### src/rtl/aes_core_arbiter.sv
// Round-robin front end for a single shared AES encrypt core.
// One requester's block and the shared key are latched at accept, the core
// is started with a one-cycle pulse, and its result (or a watchdog abort)
// is handed back to the granted requester as a one-cycle response.
//
// Handshake: in IDLE, req_ready is the one-hot grant and an accept happens on
// any edge where req_valid[g] && req_ready[g]; requesters hold req_valid and
// req_data until accepted. Responses have no backpressure: resp_valid is a
// single-cycle pulse and resp_data/resp_err are only meaningful alongside it.
module aes_core_arbiter #(
    parameter int NUM_REQ = 4,
    parameter int TIMEOUT = 1024
) (
    input  logic                   clk,
    input  logic                   rst,
    input  logic [NUM_REQ-1:0]     req_valid,
    input  logic [NUM_REQ*128-1:0] req_data,
    output logic [NUM_REQ-1:0]     req_ready,
    input  logic [255:0]           key,
    output logic [NUM_REQ-1:0]     resp_valid,
    output logic [127:0]           resp_data,
    output logic                   resp_err,
    output logic                   busy,
    output logic                   core_ready,
    output logic [127:0]           core_data_in,
    output logic [255:0]           core_key,
    input  logic [127:0]           core_data_out,
    input  logic                   core_valid,
    output logic [1:0]             dbg_state
);

    localparam int IDX_W = (NUM_REQ > 1) ? $clog2(NUM_REQ) : 1;
    localparam int CNT_W = (TIMEOUT > 1) ? $clog2(TIMEOUT) : 1;
    localparam logic [IDX_W-1:0] LAST_IDX = IDX_W'(NUM_REQ - 1);
    localparam logic [CNT_W-1:0] CNT_LAST = CNT_W'(TIMEOUT - 1);

    typedef enum logic [1:0] {
        S_IDLE  = 2'd0,
        S_ISSUE = 2'd1,
        S_WAIT  = 2'd2,
        S_RESP  = 2'd3
    } state_t;

    state_t             state;
    state_t             state_nxt;
    logic [IDX_W-1:0]   ptr;
    logic [IDX_W-1:0]   gnt_q;
    logic [IDX_W-1:0]   grant_idx;
    logic               any_req;
    logic [127:0]       sel_data;
    logic [127:0]       blk_q;
    logic [255:0]       key_q;
    logic [CNT_W-1:0]   cnt;
    logic [127:0]       res_data_q;
    logic               res_err_q;

    // Round-robin pick: lowest set request at or above ptr, else lowest overall.
    always_comb begin
        any_req   = |req_valid;
        grant_idx = '0;
        for (int i = NUM_REQ - 1; i >= 0; i--) begin
            if (req_valid[i]) grant_idx = IDX_W'(i);
        end
        for (int i = NUM_REQ - 1; i >= 0; i--) begin
            if (req_valid[i] && (IDX_W'(i) >= ptr)) grant_idx = IDX_W'(i);
        end
    end

    // Select the granted requester's plaintext block.
    always_comb begin
        sel_data = '0;
        for (int i = 0; i < NUM_REQ; i++) begin
            if (grant_idx == IDX_W'(i)) sel_data = req_data[128*i +: 128];
        end
    end

    // FSM state register.
    always_ff @(posedge clk) begin
        if (rst) state <= S_IDLE;
        else     state <= state_nxt;
    end

    // Next-state decode and state-driven handshake outputs.
    always_comb begin
        state_nxt  = state;
        req_ready  = '0;
        resp_valid = '0;
        resp_data  = '0;
        resp_err   = 1'b0;
        busy       = 1'b1;
        core_ready = 1'b0;
        case (state)
            S_IDLE: begin
                busy = 1'b0;
                if (any_req) begin
                    for (int i = 0; i < NUM_REQ; i++) begin
                        req_ready[i] = (grant_idx == IDX_W'(i));
                    end
                    state_nxt = S_ISSUE;
                end
            end
            S_ISSUE: begin
                core_ready = 1'b1;
                state_nxt  = S_WAIT;
            end
            S_WAIT: begin
                // A result arriving on the last watchdog cycle still counts as success.
                if (core_valid || (cnt == CNT_LAST)) state_nxt = S_RESP;
            end
            S_RESP: begin
                for (int i = 0; i < NUM_REQ; i++) begin
                    resp_valid[i] = (gnt_q == IDX_W'(i));
                end
                resp_data = res_data_q;
                resp_err  = res_err_q;
                state_nxt = S_IDLE;
            end
            default: state_nxt = S_IDLE;
        endcase
    end

    // Accept latching, round-robin pointer, watchdog and result capture.
    always_ff @(posedge clk) begin
        if (rst) begin
            ptr        <= '0;
            gnt_q      <= '0;
            blk_q      <= '0;
            key_q      <= '0;
            cnt        <= '0;
            res_data_q <= '0;
            res_err_q  <= 1'b0;
        end else begin
            case (state)
                S_IDLE: begin
                    if (any_req) begin
                        blk_q <= sel_data;
                        key_q <= key;
                        gnt_q <= grant_idx;
                        ptr   <= (grant_idx == LAST_IDX) ? '0 : grant_idx + IDX_W'(1);
                    end
                end
                S_ISSUE: cnt <= '0;
                S_WAIT: begin
                    cnt <= cnt + CNT_W'(1);
                    if (core_valid) begin
                        res_data_q <= core_data_out;
                        res_err_q  <= 1'b0;
                    end else if (cnt == CNT_LAST) begin
                        res_data_q <= '0;
                        res_err_q  <= 1'b1;
                    end
                end
                default: ;
            endcase
        end
    end

    assign core_data_in = blk_q;
    assign core_key     = key_q;
    assign dbg_state    = state;

endmodule

### config.mk
export PLATFORM = sky130hd
export DESIGN_NAME = aes_core_arbiter
export DESIGN_NICKNAME = d
export VERILOG_FILES = /design/src/rtl/aes_core_arbiter.sv
export SDC_FILE = /design/constraint.sdc
export NUM_CORES = 1
export LEC_CHECK = 0
export BUFFER_PORTS_ARGS = -buffer_cell sky130_fd_sc_hd__buf_4
export CAP_MARGIN = 0
export CORE_AREA = 2 2 556 558
export CTS_BUF_LIST = sky130_fd_sc_hd__clkbuf_16
export DETAILED_ROUTE_END_ITERATION = 12
export DIE_AREA = 0 0 558 560
export RECOVER_POWER = 25
export SLEW_MARGIN = 10
export SYNTH_ARGS = -nofsm -noshare
export SYNTH_HDL_FRONTEND = slang
export SYNTH_SLANG_ARGS = --single-unit
### constraint.sdc
create_clock -name clk -period 6.8 [get_ports clk]
set_clock_uncertainty 0.05 [all_clocks]
set_input_delay 0.34 -clock clk [delete_from_list [all_inputs] [get_ports clk]]
set_output_delay 0.34 -clock clk [all_outputs]
set_load 0.03 [all_outputs]
==> results of run 1 <==
## where the power goes
group	internal (W)	switching (W)	total, W
Combinational	0.00331	0.00667	0.00998
Clock	0.00252	0.00190	0.00442
Sequential	0.00400	0.000542	0.00454
Total	0.00982	0.00912	0.0189
## cell type report
cell class                 instances  area, sq um
fill                           35280       260000
antenna                          147          368
inverter                         137          514
sequential                       529        10600
multi-input combinational       2011        10700
timing repair buffer            2118        16700
clock inverter                    63          488
clock buffer                      86         2150
tap                             4120         5150
## metal layers
metal	vias to the layer above	track usage
met3	713	0.113
met5	-	0
met2	1899	0.273
met1	14849	0.182
li1	14095	-
met4	234	0.0663
## state kept, by name, indices dropped and copies added (netlist names)
signal	cells
core_key	256
core_data_in	128
res_data_q	128
cnt	10
dbg_state	2
gnt_q	2
ptr	2
res_err_q	1
## per-stage QoR
step,cells,hold slack [ns],util
final,9211,0.0455,0.152
after global routing,9150,0.0652,0.152
after CTS,9064,0.00470,0.154
after detailed placement,8253,0.392,0.124
after global placement,8253,0.388,0.124
after floorplan,2950,0.382,-
## worst max-delay path: stages (launching register included)
cell,delay [ns]
dfxtp_1,0.38
nor2b_1,0.07
or2_2,0.28
o22ai_1,0.75
ha_4,0.86
buf_12,0.36
and2_1,0.21
buf_4,0.15
## layout by cell type (no fill, tap or decap), types with 2 or more instances in the layout
cell type / netlist / final
mux2i_1: 2 / 2
xnor2_1: 2 / 2
o21ai_0: 2 / 2
and2_1: 134 / 133
clkbuf_1: 176 / 262
clkinv_1: 0 / 14
nor2_1: 140 / 139
dfxtp_1: 529 / 529
xor2_1: 5 / 5
nor2b_1: 4 / 3
a211oi_1: 109 / 109
clkinv_4: 0 / 2
nand2_1: 777 / 776
a221oi_1: 128 / 128
clkinv_2: 0 / 17
ha_4: 0 / 4
nand2b_1: 4 / 3
inv_1: 137 / 149
nand4_1: 3 / 3
buf_4: 11 / 1181
dlygate4sd3_1: 0 / 662
nor3_1: 4 / 3
ha_1: 9 / 5
a211oi_2: 20 / 20
clkinvlp_4: 0 / 6
or3_1: 2 / 2
a21oi_1: 519 / 519
nand3_1: 2 / 2
a211o_1: 127 / 127
diode_2: 0 / 147
and3_1: 3 / 3
clkbuf_16: 0 / 86
buf_12: 0 / 12
bufinv_16: 0 / 6
inv_6: 0 / 4
## worst min path at each step
| stage | from | endpoint | depth (start not counted) |
|---|---|---|---|
| after CTS | req_data[426] | core_data_in[42] | 3 |
| after global placement | res_data_q[105] | res_data_q[105] | 2 |
| after detailed placement | res_data_q[101] | res_data_q[101] | 2 |
| after global routing | req_data[426] | core_data_in[42] | 3 |
| after floorplan | res_data_q[0] | res_data_q[0] | 2 |
| final | req_data[419] | core_data_in[35] | 3 |
## kinds of logic (layout without fill, tap and decap cells)
group,count (synthesis),in the layout,share of synthesized area
AOI/OAI and AO/OA,913,913,0.260
buffers and inverters,410,2404,0.0757
xor gates and xnor gates,7,7,0.00267
and+or+nand+nor,1080,1080,0.195
adders and majority gates,9,9,0.00490
DFF,529,529,0.461
muxes,2,2,0.000872
other,0,147,0
## repair_timing
item                                   in CTS  in global routing
setup buffers                               0                  0
hold buffers                              662                  0
endpoints found under the hold margin     512                  0
==> results.py, run 1 <==
metrics = {
    "setup_path": {
        "worstReg2RegEnd": "core_data_in[17]",
        "cp_endpoint": "req_ready[1]",
        "arrival_worst_endpoint_ns": 4.11,
        "critPathLaunchType": "register",
        "cp-startpoint": "ptr[0]",
        "rrSetupSlack_ns": 2.32,
        "critPathCaptureType": "output pin",
        "rr_worst_depth": 10,
        "path_max_fanout": 79,
        "cp.required_ns": 6.41,
        "worst_r2r_startpoint": "ptr[0]",
        "critical_path_class": "reg2out",
    },
    "placement": {
        "numPortBuffers": 1427,
        "post-dp-hpwl_mm": 238,
        "dp_worst_setup_slack_ns": 2.91,
        "gp_routability_congestion": 0.996,
        "placement.cell_area_sq_um": 38100,
    },
    "run": {
        "count_of_max_cap_constraint_violations": 1,
    },
    "layout": {
        "post_route_cells_drive_above_1_share": 0.273,
        "final_nets": 5793,
        "finalInstanceArea_sq_um": 46700,
        "area_delta_synth_final_pct": 103,
    },
    "global_routing": {
        "grt_antenna_before_repair": 392,
        "grt_pass1_vias": 30487,
        "grt_first_pass_wirelength_mm": 346,
        "grt_util_all_layers": 0.173,
        "grt.overflow.total": 0,
        "pin_count_of_the_biggest_net_entering_global_routing": 156,
    },
    "detailed_routing": {
        "vias": 31790,
        "detail_route.wirelength.met1_mm": 101,
        "dr_wl_met2_mm": 123,
        "firstDrtPassIters": 6,
        "top_layer_used": "met5",
        "detail_route.vias_per_cell": 3.45,
        "wire_per_inst_um": 30.6,
        "aggregate_routed_wire_length_mm": 282,
        "drcViolationCount": 0,
        "routed-wl-met3_mm": 43.2,
        "antenna_violating_nets_post_route": 0,
        "detail_route.iter0.violations": 2291,
    },
    "timing": {
        "finalSetupViolations": 0,
        "timing_worst_slew_pin_value_ns": 1.67,
        "grt_setup_unrepaired": "false",
        "final_cycle_utilization_of_the_critical_path": 0.662,
        "setup_total_negative_slack_ns": 0,
        "finalWorstSetupSlack_ns": 2.30,
        "timing.final.hold_violations": 0,
        "slew_violations": 26,
        "final_period_minus_worst_setup_slack_ns": 4.50,
        "slew_headroom": -0.116,
        "fmax_mhz": 222,
    },
    "clock_tree": {
        "clockBufferDepth": 4,
        "tritoncts": "yes",
        "clkSlewWorstSetupHoldPaths_ns": 0.07,
        "number_of_h_tree_branching_levels": 3,
        "worstSkewPairLatency_ns": 0.82,
        "cts-buffers-inserted": 84,
        "clock-root-buffer": "clkbuf_16",
        "postCtsResizedCells": 0,
        "tritoncts_num_sinks": 529,
    },
    "synth": {
        "ys_types": 42,
        "synth_area_per_cell_sq_um": 7.79,
        "post_synth_main_area_contributors": "dfxtp_1 46%, nand2_1 13%, a21oi_1 11%",
        "yosysWarnings": 0,
        "yosys_register_bits": 529,
        "post_synth_instance_area_sq_um": 23000,
        "synthArstFlopShare": 0,
        "synth_enable_flop_cells": 0,
        "ys_seq_area_frac": 0.461,
        "yosysTopAreaCell": "dfxtp_1",
        "ys_dominant_reg_cell": "dfxtp_1",
        "synth_top_area_share": 0.461,
        "synth_nets": 3862,
        "post_synth_inst_count": 2950,
        "yosys.cell_count.top_type": "nand2_1",
        "synth_top_cells_by_count": "777 x nand2_1, 529 x dfxtp_1, 519 x a21oi_1",
    },
    "die": {
        "coreArea_sq_um": 307000,
        "die_width_um": 558,
        "rows": 204,
        "dieHeight_um": 560,
        "initial_utilization": 0.0748,
        "pin_count": 1428,
        "die_area_sq_um": 312000,
    },
    "outcome": {
        "status": "finished with violations",
        "violations": "max-capacitance violations, max-slew violations",
    },
    "hold_path": {
        "hold_path.class": "in2reg",
    },
    "pwr": {
        "total_leakage_power_nw": 19.2,
        "pwr_density_nw_per_um2": 405,
        "post-layout-total-power_w": 0.0189,
        "irDropWorstVdd_mv": 0.301,
    },
}
Note: power is estimated with default switching activity, not from simulation.
==> inputs of run 2 (changes only) <==
clock period = 4.3 ns   (was 6.8 ns; I/O delays follow)
==> run 2 against run 1 <==
Net effect:
- combinational power is 66% higher
- power is 64% higher
- critical path type is now reg2reg
- non-clock buffer count is 135 higher
- critical path depth is 4 higher
- sequential power is 59% higher
- worst setup slack worse by 2.0 ns
- highest routed layer unchanged
- worst hold slack better by 0.060 ns
- via count is 1.5% higher
- clock power is 65% higher
- the flow now finishes without violations
- sequential share of layout area is 0.75 points lower
- global-route usage hardly changed
- cell count is 1.6% higher
==> results.py, run 2 (same netlist as run 1, synthesis figures left out) <==
metrics = {
    "outcome": {
        "status": "finished, final reports clean",
    },
    "global_routing": {
        "grt.overflow.total": 0,
        "grt_util_all_layers": 0.173,
        "grt_first_pass_wirelength_mm": 347,
        "pin_count_of_the_biggest_net_entering_global_routing": 150,
        "grt_antenna_before_repair": 387,
        "grt_pass1_vias": 31189,
    },
    "die": {
        "coreArea_sq_um": 307000,
        "initial_utilization": 0.0748,
        "rows": 204,
        "die_width_um": 558,
        "pin_count": 1428,
        "die_area_sq_um": 312000,
        "dieHeight_um": 560,
    },
    "clock_tree": {
        "worstSkewPairLatency_ns": 0.79,
        "clockBufferDepth": 4,
        "number_of_h_tree_branching_levels": 3,
        "clock-root-buffer": "clkbuf_16",
        "clkSlewWorstSetupHoldPaths_ns": 0.06,
        "cts-buffers-inserted": 85,
        "tritoncts_num_sinks": 529,
        "tritoncts": "yes",
    },
    "timing": {
        "timing_worst_slew_pin_value_ns": 1.34,
        "timing.final.hold_violations": 0,
        "fmax_mhz": 250,
        "slew_headroom": 0.107,
        "final_cycle_utilization_of_the_critical_path": 0.931,
        "slew_violations": 0,
        "final_period_minus_worst_setup_slack_ns": 4.00,
        "finalWorstSetupSlack_ns": 0.299,
        "setup_total_negative_slack_ns": 0,
        "finalSetupViolations": 0,
        "grt_setup_unrepaired": "false",
    },
    "placement": {
        "dp_worst_setup_slack_ns": 0.670,
        "dpl.cell_count": 8270,
        "gp_routability_congestion": 0.955,
        "numPortBuffers": 1427,
        "placement.cell_area_sq_um": 38300,
        "post-dp-hpwl_mm": 239,
    },
    "layout": {
        "area_delta_synth_final_pct": 110,
        "post_route_insts_no_fill": 9354,
        "finalInstanceArea_sq_um": 48300,
        "multi_input_area_sq_um": 10700,
        "layout_common_cells": "1189 x buf_4, 777 x dlygate4sd3_1, 776 x nand2_1",
        "mostFrequentLayoutCell": "buf_4",
        "final_nets": 5929,
        "largest_register_ffs": 256,
        "layout.filler_cells": 35164,
        "sequential_cell_area_sq_um": 10600,
        "post_route_cells_drive_above_1_share": 0.271,
    },
    "pwr": {
        "post-layout-total-power_w": 0.0311,
        "irDropWorstVdd_mv": 0.323,
        "total_leakage_power_nw": 19.6,
        "pwr_density_nw_per_um2": 644,
    },
    "setup_path": {
        "path_max_fanout": 25,
        "worstPathCellList": "nor2b_1, or2_2, o22ai_1, buf_4, ha_4, buf_4, a221oi_1, a211o_1, dlygate4sd3_1, a211oi_2, dlygate4sd3_1",
        "arrival_worst_endpoint_ns": 4.68,
        "largest_delay_share_family_worst_path": "buffers and inverters",
        "highest_delay_cell_along_the_critical_path": "dlygate4sd3_1",
        "critPathCaptureType": "register",
        "critPathLaunchType": "register",
        "max_stage_delay_ns": 0.58,
        "cp_num_buf_inv": 4,
        "rrSetupSlack_ns": 0.30,
        "cp.required_ns": 4.98,
        "critical_path_class": "reg2reg",
    },
    "detailed_routing": {
        "drcViolationCount": 0,
        "vias": 32270,
        "detail_route.vias_per_cell": 3.45,
        "detail_route.iter0.violations": 2223,
        "aggregate_routed_wire_length_mm": 283,
        "firstDrtPassIters": 8,
        "wire_per_inst_um": 30.2,
        "antenna_violating_nets_post_route": 0,
    },
    "run": {
        "count_of_max_cap_constraint_violations": 0,
    },
    "hold_path": {
        "hold_path.class": "in2reg",
    },
}
run 2: final cells by class:
cell class / instances / share of cell area
clock buffer: 85 / 0.0440
tap: 4120 / 0.107
inverter: 137 / 0.0106
clock inverter: 63 / 0.0134
sequential: 529 / 0.219
multi-input combinational: 2011 / 0.222
timing repair buffer: 2253 / 0.376
antenna: 156 / 0.00808
run 2: worst paths after layout:
| check | endpoint | cells past startpoint | start |
|---|---|---|---|
| worst min register to register | res_data_q[92] | 2 | res_data_q[92] |
| worst max-delay path | core_data_in[10] | 11 | ptr[0] |
| worst min-delay path | gnt_q[1] | 4 | req_valid[3] |
| worst max register to register | core_data_in[10] | 11 | ptr[0] |
run 2: metal layers:
layer | global-route usage | vias up | share of wire
met4 | 0.0716 | 216 | 0.050
met1 | 0.189 | 15182 | 0.37
met5 | 0 | - | 0.0050
met2 | 0.274 | 1823 | 0.44
met3 | 0.0970 | 671 | 0.14
li1 | - | 14378 | -
run 2: power by group:
group,internal (W),switching [W]
combinational,0.00576,0.0108
sequential,0.00632,0.000891
clock,0.00427,0.00305
run 2: tightest hold or removal path, cell delays in order:
cell      delay, ns
buf_4          0.11
or2_2          0.11
o221ai_1       0.26
a21oi_1        0.20
run 2: repair_timing:
item                                    4_1_cts  5_1_grt
endpoints found under the setup margin        0        1
hold buffers                                777        0
endpoints found under the hold margin       516        0
resized for setup                             0        0
setup buffers                                 0        3
run 2: stage by stage:
stage / util / hold WS [ns]
after global placement: 0.125 / 0.387
final: 0.157 / 0.105
after global routing: 0.157 / 0.0937
after detailed placement: 0.125 / 0.392
after floorplan: - / 0.301
after CTS: 0.159 / 0.0305
